$ cat src/rtl/inst_fetch_unit.sv
`default_nettype none
// ============================================================================
// Module  : inst_fetch_unit
// Brief   : Prefetching instruction fetch unit with address-tagged FIFO,
//           jump redirect (flush + refetch) and sticky halt.
// Rev     : 1.0  initial release
// ============================================================================
module inst_fetch_unit #(
  parameter int                    ADDR_WIDTH = 8,
  parameter int                    FIFO_DEPTH = 2,
  parameter logic [ADDR_WIDTH-1:0] RESET_PC   = '0
) (
  input  logic                  clk,
  input  logic                  reset,
  output logic                  mem_rd_en,
  output logic [ADDR_WIDTH-1:0] mem_addr,
  input  logic [31:0]           mem_rd_data,
  output logic [31:0]           ir,
  output logic [ADDR_WIDTH-1:0] ir_pc,
  output logic                  ir_valid,
  input  logic                  ir_ready,
  input  logic                  jmp_inst,
  input  logic [ADDR_WIDTH-1:0] jmp_address,
  input  logic                  hlt_inst,
  output logic                  halted,
  output logic [ADDR_WIDTH-1:0] fetch_pc
);

  localparam int                    c_ptr_w   = (FIFO_DEPTH > 1) ? $clog2(FIFO_DEPTH) : 1;
  localparam int                    c_cnt_w   = c_ptr_w + 1;
  localparam logic [c_cnt_w:0]      c_depth   = (c_cnt_w + 1)'(FIFO_DEPTH);
  localparam logic [c_ptr_w-1:0]    c_ptr_one = c_ptr_w'(1);
  localparam logic [c_cnt_w-1:0]    c_cnt_one = c_cnt_w'(1);
  localparam logic [ADDR_WIDTH-1:0] c_pc_one  = ADDR_WIDTH'(1);

  typedef enum logic [0:0] {
    ST_RUN  = 1'b0,
    ST_HALT = 1'b1
  } state_t;

  state_t                r_state;
  logic [31:0]           r_data [FIFO_DEPTH];
  logic [ADDR_WIDTH-1:0] r_tag  [FIFO_DEPTH];
  logic [c_ptr_w-1:0]    r_wr_ptr;
  logic [c_ptr_w-1:0]    r_rd_ptr;
  logic [c_cnt_w-1:0]    r_count;
  logic                  r_inflight;
  logic [ADDR_WIDTH-1:0] r_inflight_pc;
  logic [ADDR_WIDTH-1:0] r_fetch_pc;

  logic                  w_run;
  logic                  w_flush;
  logic                  w_issue;
  logic                  w_valid;
  logic                  w_pop;
  logic                  w_push;
  logic [c_cnt_w:0]      w_occupancy;

  assign w_run       = (r_state == ST_RUN);
  assign w_flush     = w_run & (jmp_inst | hlt_inst);
  // Reservation counts the in-flight word; a same-cycle pop does not free space.
  assign w_occupancy = {1'b0, r_count} + {{c_cnt_w{1'b0}}, r_inflight};
  assign w_issue     = ~reset & w_run & ~jmp_inst & ~hlt_inst & (w_occupancy < c_depth);
  assign w_valid     = w_run & (r_count != '0);
  assign w_pop       = w_valid & ir_ready & ~w_flush;
  assign w_push      = r_inflight & ~w_flush;

  assign mem_rd_en = w_issue;
  assign mem_addr  = w_issue ? r_fetch_pc : '0;
  assign ir_valid  = w_valid;
  assign ir        = w_valid ? r_data[r_rd_ptr] : '0;
  assign ir_pc     = w_valid ? r_tag[r_rd_ptr]  : '0;
  assign halted    = (r_state == ST_HALT);
  assign fetch_pc  = r_fetch_pc;

  always_ff @(posedge clk) begin
    if (reset) begin
      r_state       <= ST_RUN;
      r_wr_ptr      <= '0;
      r_rd_ptr      <= '0;
      r_count       <= '0;
      r_inflight    <= 1'b0;
      r_inflight_pc <= '0;
      r_fetch_pc    <= RESET_PC;
    end else begin
      // Any issue is suppressed on jump/halt, so the in-flight slot clears itself.
      r_inflight <= w_issue;
      if (w_issue) begin
        r_inflight_pc <= r_fetch_pc;
        r_fetch_pc    <= r_fetch_pc + c_pc_one;
      end else if (w_run & jmp_inst & ~hlt_inst) begin
        r_fetch_pc <= jmp_address;
      end

      if (w_run & hlt_inst) begin
        r_state <= ST_HALT;
      end

      if (w_flush) begin
        r_wr_ptr <= '0;
        r_rd_ptr <= '0;
        r_count  <= '0;
      end else begin
        if (w_push) r_wr_ptr <= r_wr_ptr + c_ptr_one;
        if (w_pop)  r_rd_ptr <= r_rd_ptr + c_ptr_one;
        unique case ({w_push, w_pop})
          2'b10:   r_count <= r_count + c_cnt_one;
          2'b01:   r_count <= r_count - c_cnt_one;
          default: r_count <= r_count;
        endcase
      end
    end
  end

  always_ff @(posedge clk) begin
    if (~reset & w_push) begin
      r_data[r_wr_ptr] <= mem_rd_data;
      r_tag[r_wr_ptr]  <= r_inflight_pc;
    end
  end

endmodule
`default_nettype wire
$ cat config.mk
export PLATFORM = sky130hd
export DESIGN_NAME = inst_fetch_unit
export DESIGN_NICKNAME = d
export VERILOG_FILES = /design/src/rtl/inst_fetch_unit.sv
export SDC_FILE = /design/constraint.sdc
export NUM_CORES = 1
export LEC_CHECK = 0
export CORE_MARGIN = 10
export CORE_UTILIZATION = 35
export CTS_BUF_LIST = sky130_fd_sc_hd__clkbuf_4
export CTS_CLUSTER_SIZE = 12
export DETAILED_ROUTE_END_ITERATION = 12
export HOLD_SLACK_MARGIN = 0.02
export PLACE_DENSITY = 0.65
export SLEW_MARGIN = 10
export SYNTH_ARGS = -nofsm -noshare
export SYNTH_HDL_FRONTEND = slang
export SYNTH_SLANG_ARGS = --single-unit
$ cat constraint.sdc
create_clock -name clk -period 6.55 [get_ports clk]
set_input_delay 1.31 -clock clk [delete_from_list [all_inputs] [get_ports clk]]
set_output_delay 1.31 -clock clk [all_outputs]
set_load 0.01 [all_outputs]
==> flow_metrics.env <==
export IMPL_synth_seq_area_share_pct=70.9
export IMPL_cts_resized=0
export IMPL_worst_path_stages=8
export IMPL_die_w_um=127
export IMPL_comb_power_share_pct=5.8
export IMPL_r2r_end="r_count[1]"
export IMPL_finClkSkew_ns=0.0186
export IMPL_viasPerCell=4.84
export IMPL_worstReg2RegStart="r_count[0]"
export IMPL_period_needed_ns=5.03
export IMPL_synth_edf_count=80
export IMPL_p_sw_share_pct=22.4
export IMPL_grt_overflow_total=0
export IMPL_wl_per_cell_um=16.1
export IMPL_netlist_cell_type_count=36
export IMPL_post_cts_setup_buffers=0
export IMPL_dr_pass1_iters=4
export IMPL_start_util_pct=35.5
export IMPL_htree_levels=3
export IMPL_p_leak_uw=0.00174
export IMPL_reg2reg_depth=6
export IMPL_endpoint_kind="primary output"
export IMPL_hold_worst_slack_ns=0.483
export IMPL_worstSetupStartpoint="reset"
export IMPL_setup_viol=0
export IMPL_synth_main_ff_cell="edfxtp_1"
export IMPL_status="complete, no violations"
export IMPL_max_cap_violations=0
export IMPL_crit_end="mem_addr[0]"
export IMPL_place_congestion=0.811
export IMPL_grt_use_total_pct=11.1
export IMPL_dp_cells=534
export IMPL_timing_hold_violations_final=0
export IMPL_grt_max_degree=42
export IMPL_max_slew_margin_pct=31.8
export IMPL_grt_pass1_wl_mm=14.5
export IMPL_clock_sinks=103
export IMPL_synth_top_cell_area_share_pct=59.5
export IMPL_ant_nets=0
export IMPL_clock_path_buffers=2
export IMPL_min_path_type="reg2reg"
export IMPL_core_area_um2=11400
export IMPL_finalMaxSlewViolations=0
export IMPL_synthTopCellsByArea="edfxtp_1, dfxtp_1, mux2i_1, nor2_1, nand2_1"
export IMPL_worstPathCellList="clkdlybuf4s50_1, nor3_2, nand3_1, buf_4, inv_1, nand2_1, inv_1, clkdlybuf4s50_1"
export IMPL_fin_nets=449
export IMPL_tritoncts="done"
export IMPL_ys_top_cells_by_count="edfxtp_1, nor2_1, mux2i_1"
export IMPL_antenna_found_initial=0
export IMPL_clkPwrFrac_pct=27.7
export IMPL_num_rows=39
export IMPL_path_class="in2out"
export IMPL_setup_tns_ns=0
export IMPL_rsz0062_at_grt="no"
export IMPL_tightest_slew_ns=1.02
export IMPL_cts_hold_buffers=0
export IMPL_ys_warn_count=0
export IMPL_postSynthAreaPerCell_um2=13.5
export IMPL_hpwl_mm=6.10
export IMPL_fmax_mhz=199
export IMPL_netlist_instances=300
export IMPL_cts_inserted_buffers=9
export IMPL_num_antenna_cells=0
export IMPL_critPathRequiredTime_ns=5.24
export IMPL_start_kind="input pin"
export IMPL_die_height_um=127
export IMPL_die_area_um2=16200
export IMPL_cp_arrival_ns=3.72
export IMPL_p_seq_share_pct=66.5
export IMPL_netlist_area_um2=4040
export IMPL_grt_pass1_vias=2836
export IMPL_syn2layout_area_growth_pct=32.4
export IMPL_power_internal_uw=833
export IMPL_synth_seq_cells=103
export IMPL_portBuffers=103
export IMPL_reg2reg_slack_ns=4.04
export IMPL_drive_gt1_share_pct=6.14
export IMPL_drt_initial_drc_count=158
export IMPL_p_per_area_nw_per_um2=201
export IMPL_clk_latency_ns=0.44
export IMPL_hold_depth=0
export IMPL_synth_area_leader_cell="edfxtp_1"
export IMPL_yosysMostFrequentCell="edfxtp_1"
export IMPL_synthArstFlopShare_pct=0
export IMPL_crit_fanout=20
export IMPL_vias=2663
export IMPL_path_clk_slew_ns=0.15
export IMPL_timing_final_crit_share_pct=76.9
export IMPL_mappedNetlistNets=347
export IMPL_routed_wl_mm=8.85
export IMPL_final_cells=550
export IMPL_path_buf_inv=5
export IMPL_root_buffer="clkbuf_4"
export IMPL_p_switching_uw=241
export IMPL_slowest_delay_ns=0.76
export IMPL_ioPinCount=104
export IMPL_ir_drop_mv=0.0852
export IMPL_crit_slowest_cell="clkdlybuf4s50_1"
export IMPL_cp_top_family="buffers and inverters"
export IMPL_drc=0
power by group through the flow:
stage          Clock [uW]  Sequential, uW  Combinational, uW
2_1_floorplan           0             728               17.8
3_3_place_gp            0             728               61.0
3_5_place_dp            0             728               62.7
4_1_cts               315             714               63.0
5_1_grt               341             715               67.9
6_report              298             714               62.2
placed cells by master, fill, tap and decap left out, types with 2 or more instances in the layout:
| cell type | instances |
|---|---|
| mux2i_1 | 40 |
| ha_1 | 2 |
| o311ai_0 | 2 |
| edfxtp_1 | 80 |
| buf_4 | 3 |
| nand2_1 | 26 |
| or4_1 | 3 |
| inv_6 | 3 |
| xnor2_1 | 3 |
| nand4_1 | 2 |
| nand3_1 | 4 |
| inv_1 | 13 |
| o211ai_1 | 3 |
| o21ai_0 | 2 |
| dfxtp_1 | 22 |
| clkinv_4 | 2 |
| a21oi_1 | 10 |
| a31oi_1 | 5 |
| clkbuf_4 | 10 |
| clkdlybuf4s50_1 | 103 |
| nor2_1 | 48 |
flip-flops by register name, summed over array words and instances, names as in the netlist, named ones only:
| name | flops |
|---|---|
| r_rd_ptr | 1 |
| fetch_pc | 8 |
| r_wr_ptr | 1 |
| r_data | 64 |
| halted | 1 |
| r_tag | 16 |
| r_inflight_pc | 8 |
| r_count | 2 |
| r_inflight | 1 |
worst min path at each step:
stage,startpoint,endpoint,slack [ns]
4_1_cts,r_inflight_pc[6],r_tag[1][6],0.48
3_3_place_gp,r_inflight_pc[0],r_tag[0][0],0.44
2_1_floorplan,r_inflight_pc[0],r_tag[0][0],0.43
5_1_grt,r_inflight_pc[6],r_tag[1][6],0.50
3_5_place_dp,r_inflight_pc[4],r_tag[0][4],0.44
6_report,r_inflight_pc[6],r_tag[1][6],0.48
cell families (layout without fill, tap and decap cells):
| kind of cell | Yosys count | count (layout) | synth area share [%] |
|---|---|---|---|
| flops | 103 | 103 | 70.9 |
| mux | 41 | 41 | 10.2 |
| compound gates | 27 | 27 | 4.18 |
| fa+ha+maj | 2 | 2 | 0.619 |
| xor+xnor | 4 | 4 | 0.868 |
| simple gates | 95 | 95 | 10.3 |
| buf+inv | 28 | 135 | 2.94 |
cell type report:
type	count	area [um2]
tap	143	179
fill	1081	6020
multi-input combinational	169	1070
clock buffer	10	75.1
clock inverter	6	51.3
timing repair buffer	106	1050
inverter	13	48.8
sequential	103	2860
metal layers:
metal / global-route usage [%] / wire (um) / vias up
li1: - / - / 1286
met4: 4.55 / 54 / 0
met5: 0 / 0 / -
met2: 17.6 / 4330 / 104
met3: 3.97 / 750 / 5
met1: 13.4 / 3710 / 1268
metrics by stage:
stage,area [um2],setup WS (ns),total power (uW),util [%]
final,5350,1.52,1070,47.0
after global routing,5350,1.21,1120,47.0
after CTS,5350,1.51,1090,47.0
after detailed placement,5220,1.50,791,45.9
after global placement,5220,1.59,789,45.9
after floorplan,4040,1.30,746,-
Power figures use the tool's default switching activity.
